[config.mk]
export PLATFORM = sky130hd
export DESIGN_NAME = bip_control_flat
export DESIGN_NICKNAME = d
export VERILOG_FILES = /design/src/rtl/bip_control_if.sv /design/src/rtl/bip_control.sv /design/src/flat_wrapper.sv
export SDC_FILE = /design/constraint.sdc
export NUM_CORES = 1
export LEC_CHECK = 0
export ABC_AREA = 1
export CAP_MARGIN = 20
export CORE_MARGIN = 2
export CORE_UTILIZATION = 46
export CTS_CLUSTER_SIZE = 10
export DETAILED_ROUTE_END_ITERATION = 6
export PLACE_DENSITY = 0.81
export SYNTH_ARGS = -nofsm -noshare
export SYNTH_HDL_FRONTEND = slang
export SYNTH_SLANG_ARGS = --single-unit
[constraint.sdc]
create_clock -name CLK -period 1.86 [get_ports CLK]
set_clock_uncertainty 0.15 [all_clocks]
set_input_delay 0.186 -clock CLK [delete_from_list [all_inputs] [get_ports CLK]]
set_output_delay 0.186 -clock CLK [all_outputs]
set_load 0.05 [all_outputs]
[src/rtl/bip_control_if.sv]
// rtl/bip_control_if.sv - BIP control unit bundle: program memory, datapath strobes, debug
interface bip_control_if #(
  parameter int ADDR_W  = 11,
  parameter int INSTR_W = 16,
  parameter int CNT_W   = 16
);
  logic               EN;
  logic [INSTR_W-1:0] INSTR;
  logic [ADDR_W-1:0]  PC_ADDR;
  logic [ADDR_W-1:0]  OPERAND;
  logic [1:0]         SEL_A;
  logic               SEL_B;
  logic               OP;
  logic               WR_ACC;
  logic               WR_RAM;
  logic               RD_RAM;
  logic               HALTED;
  logic [CNT_W-1:0]   CYCLE_COUNT;

  // Control unit side
  modport master (
    input  EN, INSTR,
    output PC_ADDR, OPERAND, SEL_A, SEL_B, OP, WR_ACC, WR_RAM, RD_RAM, HALTED, CYCLE_COUNT
  );

  // Memory / datapath / debug side
  modport slave (
    output EN, INSTR,
    input  PC_ADDR, OPERAND, SEL_A, SEL_B, OP, WR_ACC, WR_RAM, RD_RAM, HALTED, CYCLE_COUNT
  );
endinterface

[src/rtl/bip_control.sv]
// rtl/bip_control.sv - BIP instruction fetch, decode and control unit
module bip_control #(
  parameter int ADDR_W  = 11,
  parameter int INSTR_W = 16,
  parameter int CNT_W   = 16
) (
  input  logic          CLK,
  input  logic          RESET,
  bip_control_if.master bus
);

  localparam int OPC_W = INSTR_W - ADDR_W;

  localparam logic [OPC_W-1:0] OPC_HLT  = 5'b00000;
  localparam logic [OPC_W-1:0] OPC_STO  = 5'b00001;
  localparam logic [OPC_W-1:0] OPC_LD   = 5'b00010;
  localparam logic [OPC_W-1:0] OPC_LDI  = 5'b00011;
  localparam logic [OPC_W-1:0] OPC_ADD  = 5'b00100;
  localparam logic [OPC_W-1:0] OPC_ADDI = 5'b00101;
  localparam logic [OPC_W-1:0] OPC_SUB  = 5'b00110;
  localparam logic [OPC_W-1:0] OPC_SUBI = 5'b00111;

  typedef enum logic [1:0] {
    FETCH = 2'd0,
    EXEC  = 2'd1,
    HALT  = 2'd2
  } state_t;

  state_t             state, state_nxt;
  logic [ADDR_W-1:0]  pc, pc_nxt;
  logic [CNT_W-1:0]   cnt, cnt_nxt;
  logic               halted;

  logic [OPC_W-1:0]   opcode;
  logic [ADDR_W-1:0]  operand;
  logic [1:0]         sel_a;
  logic               sel_b;
  logic               op;
  logic               wr_acc;
  logic               wr_ram;
  logic               rd_ram;

  assign opcode = bus.INSTR[INSTR_W-1:ADDR_W];

  // State, PC, cycle counter and halt flag; RESET clears everything without waiting for an edge
  always_ff @(posedge CLK or posedge RESET) begin
    if (RESET) begin
      state  <= FETCH;
      pc     <= '0;
      cnt    <= '0;
      halted <= 1'b0;
    end else begin
      state  <= state_nxt;
      pc     <= pc_nxt;
      cnt    <= cnt_nxt;
      halted <= (state_nxt == HALT);
    end
  end

  // Next-state, PC advance, saturating counter and EN-gated decode strobes
  always_comb begin
    state_nxt = state;
    pc_nxt    = pc;
    cnt_nxt   = cnt;
    operand   = '0;
    sel_a     = 2'd0;
    sel_b     = 1'b0;
    op        = 1'b0;
    wr_acc    = 1'b0;
    wr_ram    = 1'b0;
    rd_ram    = 1'b0;

    // Counter sticks at all-ones rather than wrapping
    if (bus.EN && (state != HALT) && (cnt != {CNT_W{1'b1}}))
      cnt_nxt = cnt + 1'b1;

    case (state)
      FETCH: begin
        if (bus.EN)
          state_nxt = EXEC;
      end
      EXEC: begin
        operand = bus.INSTR[ADDR_W-1:0];
        if (bus.EN) begin
          case (opcode)
            OPC_STO: wr_ram = 1'b1;
            OPC_LD: begin
              sel_a  = 2'd0;
              wr_acc = 1'b1;
              rd_ram = 1'b1;
            end
            OPC_LDI: begin
              sel_a  = 2'd1;
              wr_acc = 1'b1;
            end
            OPC_ADD, OPC_SUB: begin
              sel_a  = 2'd2;
              sel_b  = 1'b0;
              op     = (opcode == OPC_SUB);
              wr_acc = 1'b1;
              rd_ram = 1'b1;
            end
            OPC_ADDI, OPC_SUBI: begin
              sel_a  = 2'd2;
              sel_b  = 1'b1;
              op     = (opcode == OPC_SUBI);
              wr_acc = 1'b1;
            end
            default: ;
          endcase
          // HLT leaves PC pointing at itself; everything else (including NOPs) advances
          if (opcode == OPC_HLT) begin
            state_nxt = HALT;
          end else begin
            pc_nxt    = pc + 1'b1;
            state_nxt = FETCH;
          end
        end
      end
      HALT:    state_nxt = HALT;
      default: state_nxt = FETCH;
    endcase
  end

  assign bus.PC_ADDR     = pc;
  assign bus.OPERAND     = operand;
  assign bus.SEL_A       = sel_a;
  assign bus.SEL_B       = sel_b;
  assign bus.OP          = op;
  assign bus.WR_ACC      = wr_acc;
  assign bus.WR_RAM      = wr_ram;
  assign bus.RD_RAM      = rd_ram;
  assign bus.HALTED      = halted;
  assign bus.CYCLE_COUNT = cnt;

endmodule

[src/flat_wrapper.sv]
// flat-port wrapper written by rule: the top's interface ports become plain ports
module bip_control_flat 
#(
  parameter int ADDR_W  = 11,
  parameter int INSTR_W = 16,
  parameter int CNT_W   = 16
)
  (CLK, RESET, bus_EN, bus_INSTR, bus_PC_ADDR, bus_OPERAND, bus_SEL_A, bus_SEL_B, bus_OP, bus_WR_ACC, bus_WR_RAM, bus_RD_RAM, bus_HALTED, bus_CYCLE_COUNT);
  bip_control_if #(.ADDR_W(ADDR_W), .INSTR_W(INSTR_W), .CNT_W(CNT_W)) bus_i ();
  input  logic CLK;
  input  logic RESET;
  input wire logic [$bits(bus_i.EN)-1:0] bus_EN;
  input wire logic [$bits(bus_i.INSTR)-1:0] bus_INSTR;
  output wire logic [$bits(bus_i.PC_ADDR)-1:0] bus_PC_ADDR;
  output wire logic [$bits(bus_i.OPERAND)-1:0] bus_OPERAND;
  output wire logic [$bits(bus_i.SEL_A)-1:0] bus_SEL_A;
  output wire logic [$bits(bus_i.SEL_B)-1:0] bus_SEL_B;
  output wire logic [$bits(bus_i.OP)-1:0] bus_OP;
  output wire logic [$bits(bus_i.WR_ACC)-1:0] bus_WR_ACC;
  output wire logic [$bits(bus_i.WR_RAM)-1:0] bus_WR_RAM;
  output wire logic [$bits(bus_i.RD_RAM)-1:0] bus_RD_RAM;
  output wire logic [$bits(bus_i.HALTED)-1:0] bus_HALTED;
  output wire logic [$bits(bus_i.CYCLE_COUNT)-1:0] bus_CYCLE_COUNT;
  assign bus_i.EN = bus_EN;
  assign bus_i.INSTR = bus_INSTR;
  assign bus_PC_ADDR = bus_i.PC_ADDR;
  assign bus_OPERAND = bus_i.OPERAND;
  assign bus_SEL_A = bus_i.SEL_A;
  assign bus_SEL_B = bus_i.SEL_B;
  assign bus_OP = bus_i.OP;
  assign bus_WR_ACC = bus_i.WR_ACC;
  assign bus_WR_RAM = bus_i.WR_RAM;
  assign bus_RD_RAM = bus_i.RD_RAM;
  assign bus_HALTED = bus_i.HALTED;
  assign bus_CYCLE_COUNT = bus_i.CYCLE_COUNT;
  bip_control #(.ADDR_W(ADDR_W), .INSTR_W(INSTR_W), .CNT_W(CNT_W)) u_core (.CLK(CLK), .RESET(RESET), .bus(bus_i));
endmodule
==> results of run 1 <==
-- metal layers --
layer	up-vias	track usage (%)	share of wire, %
met5	-	0	0
met2	77	36.9	50
li1	1040	-	-
met3	13	4.87	5.8
met1	971	25.9	42
met4	0	12.0	2.1
-- sequential cells by signal (all words and copies together) (netlist names) --
register,cells
u_core.state,2
u_core.bus.PC_ADDR,11
u_core.bus.HALTED,1
u_core.bus.CYCLE_COUNT,16
-- area by class of cell --
| cell class | count | area, um^2 |
|---|---|---|
| multi-input cells | 214 | 1090 |
| fillers | 291 | 1020 |
| repair buffers | 76 | 858 |
| flip-flops and latches | 30 | 758 |
| inverters | 39 | 149 |
| clock buffers | 8 | 90.1 |
| well taps | 50 | 62.6 |
-- kinds of logic after synthesis --
logic type / after synthesis / share of synthesized area (%)
adder cells (fa/ha/maj): 2 / 1.29
AO/OA/AOI/OAI: 21 / 6.60
XOR/XNOR: 13 / 5.89
flip-flops: 30 / 38.8
buffers and inverters: 43 / 9.31
AND/OR/NAND/NOR: 178 / 38.1
-- how the worst max path moves through the flow --
stage / to / slack [ns] / startpoint / depth (start not counted)
2_1_floorplan: bus_WR_RAM / -0.15 / u_core.state[0]$_DFF_PP0_ / 4
3_5_place_dp: bus_WR_ACC / -0.06 / bus_INSTR[13] / 6
6_report: bus_WR_ACC / 0.01 / bus_INSTR[11] / 7
4_1_cts: bus_WR_ACC / -0.006 / bus_INSTR[13] / 6
3_3_place_gp: bus_WR_ACC / -0.02 / bus_INSTR[13] / 6
5_1_grt: bus_WR_ACC / -0.06 / bus_INSTR[11] / 7
-- cells in the mapped netlist --
| library cell | count |
|---|---|
| nand4_1 | 7 |
| o21ai_1 | 2 |
| o21ai_4 | 1 |
| a21boi_0 | 2 |
| nand2_1 | 104 |
| clkbuf_1 | 1 |
| buf_2 | 1 |
| nor2_2 | 2 |
| xnor2_1 | 7 |
| nor4_1 | 1 |
| inv_1 | 36 |
| nor2_4 | 1 |
| ha_1 | 2 |
| o21ai_0 | 12 |
| nand2_4 | 1 |
| a31oi_1 | 1 |
| nor3_1 | 1 |
| o22ai_1 | 2 |
| nand3_2 | 1 |
| dfrtp_1 | 30 |
| inv_4 | 1 |
| inv_2 | 2 |
| buf_6 | 2 |
| nand2_2 | 3 |
| nor2_1 | 46 |
| o21a_1 | 1 |
| nand3_1 | 11 |
| xor2_1 | 6 |
-- worst max-delay path, cell delays in order --
cell and delay (ns):
clkdlybuf4s50_1 0.47, inv_1 0.12, nand2_1 0.10, o21ai_2 0.15, nand2_1 0.12, a31oi_4 0.21, buf_12 0.16
-- layout by cell type, fill, tap and decap left out, drive strengths merged, types with 2 or more instances in the layout --
cell type,Yosys,final
clkbuf,1,8
o21ai,15,15
clkdlybuf4s50,0,18
xnor2,7,7
inv,39,39
ha,2,2
dfrtp,30,30
xor2,6,6
nor2,49,49
o22ai,2,2
nand2,108,108
a21boi,2,2
buf,3,57
nand3,12,12
nand4,7,7
-- power breakdown --
part           switching [mW]  total [mW]  leakage, nW  internal [mW]
Combinational          0.0426      0.0880         1.03         0.0454
Clock                   0.236       0.537       0.0455          0.301
Sequential                  0       0.653        0.373          0.653
Total                   0.278        1.28         1.45          0.999
-- metrics by stage --
| step | setup slack [ns] | cells | total power [mW] | utilization, % | setup TNS [ns] |
|---|---|---|---|---|---|
| after CTS | -0.00559 | 414 | 1.27 | 72.6 | -0.00559 |
| after detailed placement | -0.0556 | 406 | 0.742 | 69.8 | -0.0556 |
| after floorplan | -0.154 | 287 | 0.689 | - | -0.198 |
| after global placement | -0.0220 | 406 | 0.740 | 69.8 | -0.0220 |
| final | 0.0105 | 417 | 1.28 | 74.7 | 0 |
| after global routing | -0.0630 | 417 | 1.31 | 74.7 | -0.0820 |
-- what timing repair did --
item                       in CTS  in global routing
gates cloned                    0                  0
setup buffers                   0                  3
hold buffers                    0                  0
gates resized for setup         6                 18
setup endpoints to repair       4                 18
pin swaps                       1                  3
==> results_dict.tcl, run 1 <==
set metrics [dict create \
    crit_type "in2out" \
    finalSetupViolCount 0 \
    period_share_pct 99.4 \
    diodes 0 \
    htree_levels 2 \
    drtIter0Drc 117 \
    io_buffers 64 \
    ant_nets 0 \
    dieArea_mm2 0.00474 \
    synth-seq-cells 30 \
    netlist.area_leader.share_pct 38.8 \
    viasPerCell 5.04 \
    drc 0 \
    synth_area_mm2 0.00193 \
    ys_seq_area_share_pct 38.8 \
    first_global_vias 1853 \
    antenna_found_initial 0 \
    max_clock_freq_mhz 541 \
    reg2reg_slack_ns 0.13 \
    wirelength_mm 5.15 \
    cts_root_buffer "clkbuf_8" \
    reg2reg_from "u_core.bus.CYCLE_COUNT[1]$_DFFE_PP0P_" \
    vias 2101 \
    grtUsageTotal_pct 21.9 \
    gp_congestion 0.838 \
    end_kind "output pin" \
    core_mm2 0.00403 \
    initial_core_util_pct 48.0 \
    num_rows 23 \
    synth_warnings 0 \
    slew_viol_final 0 \
    required_ns 1.52 \
    path_clk_slew_ns 0.07 \
    syn_nets 308 \
    slew_headroom_pct 67.5 \
    wl_per_cell_um 12.4 \
    die_w_um 68.8 \
    max_cap_violations 0 \
    clock_latency_ns 0.29 \
    cts.path.max_buffers 2 \
    min_path_type "in2async" \
    place_area_mm2 0.00281 \
    drive_above_1_share_pct 26.4 \
    vdd_drop_max_mv 0.223 \
    die_h_um 68.8 \
    grt_max_degree 31 \
    overflow 0 \
    critPathLaunchType "input pin" \
    tightest_slew_ns 0.486 \
    grt_first_pass_wirelength_mm 7.70 \
    hold_violations 0 \
    numCtsBuffers 5 \
    synth_cells 287 \
    stdcell_area_mm2 0.00301 \
    hpwl_mm 3.81 \
    clock-sinks 30 \
    io_pins 65 \
    outcome "finished clean" \
    path_max_fanout 4 \
    power_density_mw_per_mm2 425 \
    hold_ws_ns 0.122 \
    rr_endpoint "u_core.bus.CYCLE_COUNT[6]$_DFFE_PP0P_" \
    first_pass_iters 4 \
    p_leak_nw 1.45 \
    cts_tree "yes" \
    yosys.area.top_type "dfrtp_1" \
    post-route-min-period_ns 1.85 \
    synth_cell_type_count 28 \
    finalNetCount 387 \
    syn_avg_cell_area_um2 6.74 \
    yosys-top-cells-area "dfrtp_1 (39%), nand2_1 (20%), nor2_1 (8.9%)" \
    worstPathArrival_ns 1.51 \
    area_growth_syn_to_layout_pct 55.5 \
    worstRegToRegCells 8 \
]
No activity file was read; power rests on OpenSTA's default activity.
==> run 2, diff against run 1 <==
- CAP_MARGIN: 20 -> 25
==> results of run 2 <==
Final layout, timing and power as in run 1 (identical DEF).
==> run 3, diff against run 2 <==
- CORE_MARGIN: 2 -> 1.5
- SKIP_LAST_GASP: not set -> 1
==> run 3 against run 2 <==
- the flow now finishes with violations (negative setup slack)
- design area is 0.29% higher
- global-route usage barely moved
- non-clock buffer count is 4 higher
- hold slack worse by 0.024 ns
- clock power rose by 18%
- count of clock-buffer cells in the layout shrank 1
- setup slack got worse by 0.027 ns
- utilization increased by 0.22 points
- fmax is 1.4% lower
- register-to-register slack got worse by 0.03 ns
- die area is 2.9% lower
- largest cell class unchanged
==> results_dict.tcl, run 3 (synthesized netlist as in run 1, its figures left out) <==
set metrics [dict create \
    outcome "finished, violations left" \
    violations "negative setup slack" \
    wl_per_cell_um 11.4 \
    vdd_drop_max_mv 0.307 \
    reg2reg_from "u_core.bus.CYCLE_COUNT[1]$_DFFE_PP0P_" \
    diodes 0 \
    drtIter0Drc 97 \
    wirelength_mm 4.79 \
    clock_latency_ns 0.28 \
    antenna_found_initial 0 \
    drc 0 \
    clock-sinks 30 \
    overflow 0 \
    place_area_mm2 0.00283 \
    num_rows 23 \
    viasPerCell 4.83 \
    post-route-min-period_ns 1.88 \
    ctsHoldBuffers 0 \
    gp_congestion 0.849 \
    slew_viol_final 0 \
    die_w_um 67.8 \
    hold_violations 0 \
    core_mm2 0.00403 \
    tightest_slew_ns 0.515 \
    hold_depth 4 \
    largest_reg_flops 16 \
    die_h_um 67.8 \
    drive_above_1_share_pct 25.1 \
    crit_chain "clkdlybuf4s50_1, inv_1, nand2_1, o21ai_0, nand2_1, a31oi_2, buf_12" \
    fin_util_pct 74.9 \
    cts_root_buffer "clkbuf_8" \
    end_kind "output pin" \
    htree_levels 2 \
    first_global_vias 1845 \
    wl_met1_mm 2.13 \
    worstPathArrival_ns 1.54 \
    routed.top_layer "met4" \
    stdcell_area_mm2 0.00302 \
    dieArea_mm2 0.00460 \
    cts.path.max_buffers 2 \
    vias 2032 \
    cp_top_family "buffers and inverters" \
    initial_core_util_pct 48.0 \
    max_cap_violations 0 \
    max_clock_freq_mhz 533 \
    nFillCells 309 \
    cts_tree "yes" \
    rsz0062_at_grt "true" \
    slowest_delay_ns 0.46 \
    ant_nets 0 \
    layout_common_cells "nand2_1 (102), nor2_1 (43), buf_4 (41), inv_1 (35), dfrtp_1 (25)" \
    hold_start "bus_EN" \
    required_ns 1.52 \
    worstRegToRegCells 8 \
    finalNetCount 391 \
    power.total_mw 1.37 \
    grt_first_pass_wirelength_mm 7.69 \
    wl_met3_um 290 \
    io_pins 65 \
    slew_headroom_pct 65.5 \
    p_leak_nw 1.47 \
    finalSetupViolCount 1 \
    path_max_fanout 4 \
    regArea_um2 757 \
    final_common_cell "nand2_1" \
    numCtsBuffers 5 \
    grt_max_degree 31 \
    period_share_pct 101 \
    pre_cts_ws_ns -0.0828 \
    setup_tns_ns -0.0160 \
    multi_input_area_mm2 0.00105 \
    crit_type "in2out" \
    critPathLaunchType "input pin" \
    min_path_type "in2reg" \
    placedCellCount 408 \
    first_pass_iters 4 \
    crit_slowest_cell "clkdlybuf4s50_1" \
    path_clk_slew_ns 0.06 \
    io_buffers 64 \
    whs_endpoint "u_core.state[0]$_DFF_PP0_" \
    fin_cells 421 \
    hold_ws_ns 0.0973 \
    power_density_mw_per_mm2 454 \
    hpwl_mm 3.68 \
    setup_slack_ns -0.0160 \
    rr_endpoint "u_core.bus.CYCLE_COUNT[5]$_DFFE_PP0P_" \
    area_growth_syn_to_layout_pct 56.0 \
    route.met2.wl_mm 2.29 \
    reg2reg_slack_ns 0.10 \
    path_common_cell "nand2_1" \
    grtUsageTotal_pct 21.9 \
    worst-path-buf-inv 3 \
]
run 3: power by group:
part	switching [mW]	leakage, nW	total (mW)	internal (mW)
logic	0.0370	1.04	0.0817	0.0447
clock network	0.235	0.0524	0.636	0.400
registers	0	0.374	0.653	0.653
run 3: worst reg2reg max path, stage by stage, from the launching register on:
cell	delay, ns
dfrtp_2	0.40
ha_1	0.20
nand3_2	0.12
inv_2	0.12
nand2_4	0.07
o21ai_4	0.29
buf_4	0.18
nand2_1	0.05
o21ai_0	0.08
run 3: how the worst max path moves through the flow:
stage	start	to	depth (start not counted)
2_1_floorplan	u_core.state[0]$_DFF_PP0_	bus_WR_RAM	4
3_3_place_gp	bus_INSTR[13]	bus_WR_ACC	6
3_5_place_dp	bus_INSTR[13]	bus_WR_ACC	6
4_1_cts	bus_INSTR[14]	bus_WR_ACC	7
5_1_grt	bus_INSTR[14]	bus_WR_ACC	7
6_report	bus_INSTR[11]	bus_WR_ACC	7
run 3: routing by layer:
metal / track usage (%) / vias up
met3: 5.26 / 7
met2: 38.6 / 63
met4: 7.75 / 0
met1: 25.9 / 904
met5: 0 / -
li1: - / 1058
run 3: cell type report:
cell class                      instances  share of cell area, %
Multi-Input combinational cell        214                   34.8
Timing Repair Buffer                   80                   29.5
Sequential cell                        30                   25.1
Inverter                               39                   4.94
Clock buffer                            7                   2.53
Tap cell                               50                   2.07
Clock inverter                          1                  0.995
run 3: what timing repair did:
action	in CTS	in global routing
resized for setup	3	9
pin swaps	0	3
buffers inserted	2	3
endpoints found under the setup margin	5	17
